## config.mk

```make
export PLATFORM = sky130hd
export DESIGN_NAME = uart_alu_frame_parser
export DESIGN_NICKNAME = d
export VERILOG_FILES = /design/src/rtl/uart_alu_frame_parser.sv
export SDC_FILE = /design/constraint.sdc
export NUM_CORES = 1
export LEC_CHECK = 0
export BUFFER_PORTS_ARGS = -buffer_cell sky130_fd_sc_hd__buf_4
export CAP_MARGIN = 20
export CORE_ASPECT_RATIO = 0.6
export CORE_MARGIN = 3
export CORE_UTILIZATION = 31
export DETAILED_ROUTE_END_ITERATION = 7
export MAX_ROUTING_LAYER = met4
export PLACE_DENSITY = 0.52
export SKIP_LAST_GASP = 1
export SLEW_MARGIN = 30
export SYNTH_ARGS = -nofsm -noshare
export SYNTH_HDL_FRONTEND = slang
export SYNTH_SLANG_ARGS = --single-unit
export TNS_END_PERCENT = 1
```

## constraint.sdc

```tcl
create_clock -name clk_i -period 2.3 [get_ports clk_i]
set_clock_uncertainty 0.15 [all_clocks]
set_input_delay 0.23 -clock clk_i [delete_from_list [all_inputs] [get_ports clk_i]]
set_output_delay 0.23 -clock clk_i [all_outputs]
set_load 0.05 [all_outputs]
```

## src/rtl/uart_alu_frame_parser.sv

```systemverilog
// uart_alu_frame_parser
//   Parses byte frames from a UART RX stage into 32-bit operand words for an ALU.
//   Frame layout: opcode, reserved, length LSB, length MSB, then (length-4)/4
//   little-endian 32-bit operands. Illegal frames raise a one-cycle frame_err_o
//   and their payload is swallowed without producing operands.
// Ports:
//   clk_i, rst_ni            clock, asynchronous active-low reset
//   rx_data_i/valid_i/ready_o byte stream in (valid/ready handshake)
//   opcode_o, operand_o,
//   operand_valid_o/ready_i,
//   operand_last_o           operand word out (valid/ready handshake)
//   frame_err_o              one-cycle pulse per rejected frame
module uart_alu_frame_parser #(
  parameter int unsigned MaxLenP = 1024
) (
  input  logic        clk_i,
  input  logic        rst_ni,
  input  logic [7:0]  rx_data_i,
  input  logic        rx_valid_i,
  output logic        rx_ready_o,
  output logic [7:0]  opcode_o,
  output logic [31:0] operand_o,
  output logic        operand_valid_o,
  input  logic        operand_ready_i,
  output logic        operand_last_o,
  output logic        frame_err_o
);

  localparam int unsigned CntW    = 16;
  localparam int unsigned OpW     = 32;
  localparam logic [CntW:0] MaxLen = (CntW+1)'(MaxLenP);
  localparam logic [CntW-1:0] HdrLen = CntW'(4);
  localparam logic [CntW-1:0] MinLen = CntW'(8);

  typedef enum logic [2:0] {
    ST_OPCODE,
    ST_RSVD,
    ST_LEN_LO,
    ST_LEN_HI,
    ST_PAYLOAD,
    ST_EMIT,
    ST_DROP
  } state_e;

  state_e          state_q, state_d;
  logic [CntW-1:0] cnt_q, cnt_d;
  logic [7:0]      len_lo_q, len_lo_d;
  logic [7:0]      opcode_q, opcode_d;
  logic [OpW-1:0]  operand_q, operand_d;
  logic [1:0]      byte_idx_q, byte_idx_d;
  logic            valid_q, valid_d;
  logic            last_q, last_d;
  logic            err_q, err_d;
  logic            rdy_q;

  logic            rx_fire;
  logic [CntW-1:0] len;
  logic [CntW-1:0] cnt_dec;
  logic            opc_ok;
  logic            len_ok;
  logic            frame_ok;

  // Byte handshake uses only the registered ready, never rx_valid_i combinationally.
  assign rx_fire  = rx_valid_i && rdy_q;
  assign len      = {rx_data_i, len_lo_q};
  assign cnt_dec  = cnt_q - CntW'(1);
  assign opc_ok   = (opcode_q == 8'h10) || (opcode_q == 8'h11) || (opcode_q == 8'h12);
  assign len_ok   = (len >= MinLen) && ({1'b0, len} <= MaxLen) && (len[1:0] == 2'b00);
  assign frame_ok = opc_ok && len_ok;

  // State and datapath registers
  always_ff @(posedge clk_i or negedge rst_ni) begin
    if (!rst_ni) begin
      state_q    <= ST_OPCODE;
      cnt_q      <= '0;
      len_lo_q   <= '0;
      opcode_q   <= '0;
      operand_q  <= '0;
      byte_idx_q <= '0;
      valid_q    <= 1'b0;
      last_q     <= 1'b0;
      err_q      <= 1'b0;
      rdy_q      <= 1'b1;
    end else begin
      state_q    <= state_d;
      cnt_q      <= cnt_d;
      len_lo_q   <= len_lo_d;
      opcode_q   <= opcode_d;
      operand_q  <= operand_d;
      byte_idx_q <= byte_idx_d;
      valid_q    <= valid_d;
      last_q     <= last_d;
      err_q      <= err_d;
      rdy_q      <= (state_d != ST_EMIT);
    end
  end

  // Next-state and datapath update
  always_comb begin
    state_d    = state_q;
    cnt_d      = cnt_q;
    len_lo_d   = len_lo_q;
    opcode_d   = opcode_q;
    operand_d  = operand_q;
    byte_idx_d = byte_idx_q;
    valid_d    = valid_q;
    last_d     = last_q;
    err_d      = 1'b0;

    unique case (state_q)
      ST_OPCODE: begin
        if (rx_fire) begin
          opcode_d = rx_data_i;
          state_d  = ST_RSVD;
        end
      end

      ST_RSVD: begin
        if (rx_fire) begin
          state_d = ST_LEN_LO;
        end
      end

      ST_LEN_LO: begin
        if (rx_fire) begin
          len_lo_d = rx_data_i;
          state_d  = ST_LEN_HI;
        end
      end

      ST_LEN_HI: begin
        if (rx_fire) begin
          byte_idx_d = '0;
          if (frame_ok) begin
            cnt_d   = len - HdrLen;
            state_d = ST_PAYLOAD;
          end else begin
            err_d = 1'b1;
            // Lengths at or below the header size carry no payload to skip.
            if (len > HdrLen) begin
              cnt_d   = len - HdrLen;
              state_d = ST_DROP;
            end else begin
              cnt_d   = '0;
              state_d = ST_OPCODE;
            end
          end
        end
      end

      ST_PAYLOAD: begin
        if (rx_fire) begin
          operand_d[{byte_idx_q, 3'b000} +: 8] = rx_data_i;
          cnt_d      = cnt_dec;
          byte_idx_d = byte_idx_q + 2'd1;
          if (byte_idx_q == 2'd3) begin
            valid_d = 1'b1;
            last_d  = (cnt_dec == '0);
            state_d = ST_EMIT;
          end
        end
      end

      ST_EMIT: begin
        if (operand_ready_i) begin
          valid_d = 1'b0;
          last_d  = 1'b0;
          state_d = (cnt_q != '0) ? ST_PAYLOAD : ST_OPCODE;
        end
      end

      ST_DROP: begin
        if (rx_fire) begin
          cnt_d = cnt_dec;
          if (cnt_dec == '0) begin
            state_d = ST_OPCODE;
          end
        end
      end

      default: begin
        state_d = ST_OPCODE;
      end
    endcase
  end

  assign rx_ready_o      = rdy_q;
  assign opcode_o        = opcode_q;
  assign operand_o       = operand_q;
  assign operand_valid_o = valid_q;
  assign operand_last_o  = last_q;
  assign frame_err_o     = err_q;

endmodule

```

==> results.rst <==
.. list-table::
   :header-rows: 1

   * - Metric
     - Value
   * - Maximum buffer depth of the clock tree
     - 2
   * - Number of cells on the worst reg-to-reg path
     - 8
   * - Router iterations before antenna repair
     - 7
   * - Count of input and output buffers
     - 55
   * - Clock edge transition at the registers on the reported setup and hold paths
     - 0.06 ns
   * - Count of boundary I/O pins
     - 56
   * - Power density cells
     - 1470 mW/mm^2
   * - Worst-case headroom to the max-slew limit
     - 63.5%
   * - HP Class
     - in2reg
   * - Die outline area
     - 0.0143 mm^2
   * - Post-synthesis cell area
     - between 0.003 and 0.004 mm^2
   * - Post-synth EDFFs
     - 0
   * - Number of antenna violations at the first check in global routing
     - 0
   * - Via count of the first global-routing pass
     - roughly 3.4k
   * - Max Clock Freq
     - 437 MHz
   * - Clock insertion delay at the later pin of the skew report
     - 0.33 ns
   * - Number of violations of the max-capacitance limit
     - 0
   * - Die Ht
     - around 94 um
   * - Synthesis-to-finish area growth
     - 33.3%
   * - Place WS
     - -0.0180 ns
   * - Number of DRC violations after detailed routing
     - 0
   * - Num Clock Sinks
     - 73
   * - Ys flop type
     - dfrtp_1
   * - Placeable core region
     - 0.0123 mm^2
   * - Final-report setup violation count
     - 0
   * - M2 GR Usage
     - 22.0%
   * - CTS tree
     - yes
   * - DP HPWL
     - 9.24 mm
   * - Root Buffer
     - clkbuf_16
   * - Deepest level of the CTS H-tree
     - 3
   * - Global route hottest layer
     - met1
   * - Setup repair after global routing missed its margin
     - yes
   * - Top cells by area, synth
     - dfrtp_1 (45%), nand2_1 (9.1%), o21ai_0 (6.5%), mux2_2 (4.0%), ha_1 (3.4%)
   * - Leading post-synthesis cells by instance count
     - nand2_1 (97), dfrtp_1 (72), o21ai_0 (52)
   * - Setup ws final
     - 0.0108 ns
   * - Least-Margin Pin Slew
     - 0.548 ns
   * - Worst Setup Start Kind
     - register
   * - Hold Path Cell Cnt
     - 3
   * - Fraction of final layout cells sized beyond drive strength 1
     - 29.6%
   * - Nature of the critical path endpoint
     - register
   * - Worst-case vdd ir drop
     - 1.05 mV
   * - CTS Buf Count
     - 9
   * - Share of Yosys cell area claimed by the top area cell type
     - 45.2%
   * - Yosys warns
     - 0
   * - Syn Area/Cell
     - 9.01 um^2
   * - WL/cell
     - 17.3 um
   * - Number of DRC markers in iteration 0
     - around 300
   * - Final net count
     - between 500 and 600
   * - Antenna Nets Post-Route
     - 0
   * - Synthesized instance count
     - 443
   * - LEAKAGE
     - 2.32 nW
   * - Std cell rows
     - 31
   * - Synthesized flop and latch total
     - 73
   * - Final GP Congestion
     - 0.990
   * - Worst Path Class, Setup
     - reg2reg
   * - Final WL
     - 12.3 mm
   * - Sequential-to-total area share from yosys stat
     - 45.8%
   * - Async set-or-reset flop fraction in the synthesized netlist
     - 100%
   * - ANT cells
     - 0
   * - Maximum fanout count along the critical path
     - 7
   * - Remaining global-route overflow
     - 0
   * - Net Count, Synth
     - between 400 and 500
   * - Cell type with the highest aggregate area in the netlist
     - dfrtp_1
   * - Global-route wire length before repair
     - 19.6 mm
   * - Total power after layout
     - just under 0.008 W
   * - Global-route met1 utilization
     - approximately 29%
   * - Largest net degree at the start of global routing
     - 41
   * - Run status
     - finished, final reports clean
   * - Met3 layer usage reported by global route
     - under 10%
   * - Routed via count divided by cell count
     - 5.15
   * - Endpoint required time on the critical path
     - 2.37 ns
   * - Horizontal extent of the die
     - 152 um
   * - Signal arrival time at the worst endpoint
     - 2.36 ns
   * - Via count
     - 3651
   * - Most numerous cell in the Yosys netlist
     - nand2_1
   * - Hold Violations, Final
     - 0
   * - Shortest period the worst path allows
     - about 2.3 ns
   * - Starting density of the core
     - between 30% and 40%
   * - Period utilisation layout
     - 99.5%
   * - Distinct cell type count of the synthesized netlist
     - 60
   * - GRT Util Overall
     - 18.1%
   * - Total of fill cells in the finished design
     - approximately 1.2k
   * - Fin. max-slew vios
     - 0
[cells in the final DEF (no fill, tap or decap), drive strengths merged, types with 3 or more instances in the layout]
cell type / count
nor3b: 5
nand2: 97
buf: 111
inv: 9
a21oi: 14
dfrtp: 72
nor2: 31
nor2b: 5
a31oi: 5
o211ai: 3
o22ai: 3
nor3: 16
o221ai: 7
nand2b: 4
ha: 11
nor4: 8
o21ai: 54
o2111ai: 3
nand3: 6
clkbuf: 10
xnor2: 9
and2: 4
mux2: 14
nor4b: 3
xor2: 5
[critical path: stages (launching register included)]
cell and delay, ns:
dfrtp_1 0.40, buf_4 0.17, or4_4 0.59, nor2_4 0.18
buf_12 0.12, nor4_4 0.04, o2111ai_2 0.24, nor4_4 0.08
a31o_1 0.21
[routing by layer]
layer	up-vias	wire length (um)
met1	1783	6740
met2	109	4530
met4	0	82
met5	-	0
li1	1750	-
met3	9	921
[cells by family (layout without fill, tap and decap cells)]
logic type      Yosys count  count (layout)  synth area share, %
compound gates          106             106                 16.4
xor+xnor                 14              14                 3.07
buf+inv                  35             136                 3.79
flops                    73              73                 45.8
mux                      15              15                 4.20
simple gates            189             189                 23.2
fa+ha+maj                11              11                 3.45
[stage by stage]
| stage | instances | cell area (um^2) | utilization [%] | hold WS (ns) | setup TNS (ns) |
|---|---|---|---|---|---|
| after floorplan | 443 | 4010 | - | -0.216 | 0 |
| after global routing | 709 | 5320 | 43.3 | 0.0282 | -0.299 |
| after global placement | 688 | 4920 | 40.0 | 0.0953 | 0 |
| after CTS | 707 | 5260 | 42.8 | 0.0227 | 0 |
| after detailed placement | 688 | 4920 | 40.0 | 0.103 | -0.0414 |
| final | 709 | 5320 | 43.3 | 0.0399 | 0 |
[timing repair]
item	CTS	global route
resized for setup	1	8
hold buffers	1	0
setup endpoints to repair	3	14
pin swaps	2	5
endpoints found under the hold margin	39	0
cloned	0	0
setup buffers	2	2
[sequential cells by signal, indices dropped and copies added, names as in the netlist]
signal,count
state_q,3
rx_ready_o,1
frame_err_o,1
operand_valid_o,1
byte_idx_q,2
len_lo_q,8
operand_last_o,1
opcode_o,8
operand_o,32
cnt_q,16
[cell type report]
cell class,instances,area [um^2],area share (%)
well taps,165,206,3.88
multi-input cells,335,2080,39.0
repair buffers,112,881,16.6
inverters,8,30.0,0.565
clock buffers,10,229,4.30
flip-flops and latches,73,1830,34.4
clock inverters,6,67.6,1.27
[report_power, final]
group	internal (W)	total, W	switching [W]
sequential	0.00177	0.00232	0.000549
clock	0.000844	0.00140	0.000558
combinational	0.00158	0.00411	0.00253
total	0.00419	0.00783	0.00364
[worst paths after layout]
path | slack, ns | end | start
worst max-delay path | 0.01 | operand_last_o$_DFFE_PN0P_ | cnt_q[0]$_DFFE_PN0P_
worst min-delay path | 0.04 | operand_o[12]$_DFFE_PN0P_ | rx_data_i[4]
worst max register to register | 0.01 | operand_last_o$_DFFE_PN0P_ | cnt_q[0]$_DFFE_PN0P_
worst min register to register | 0.33 | operand_o[19]$_DFFE_PN0P_ | operand_o[19]$_DFFE_PN0P_
max in group asynchronous | 1.06 | rx_ready_o$_DFF_PN1_ | rst_ni
min in group asynchronous | 0.28 | operand_o[6]$_DFFE_PN0P_ | rst_ni
Note: power is estimated with default switching activity, not from simulation.
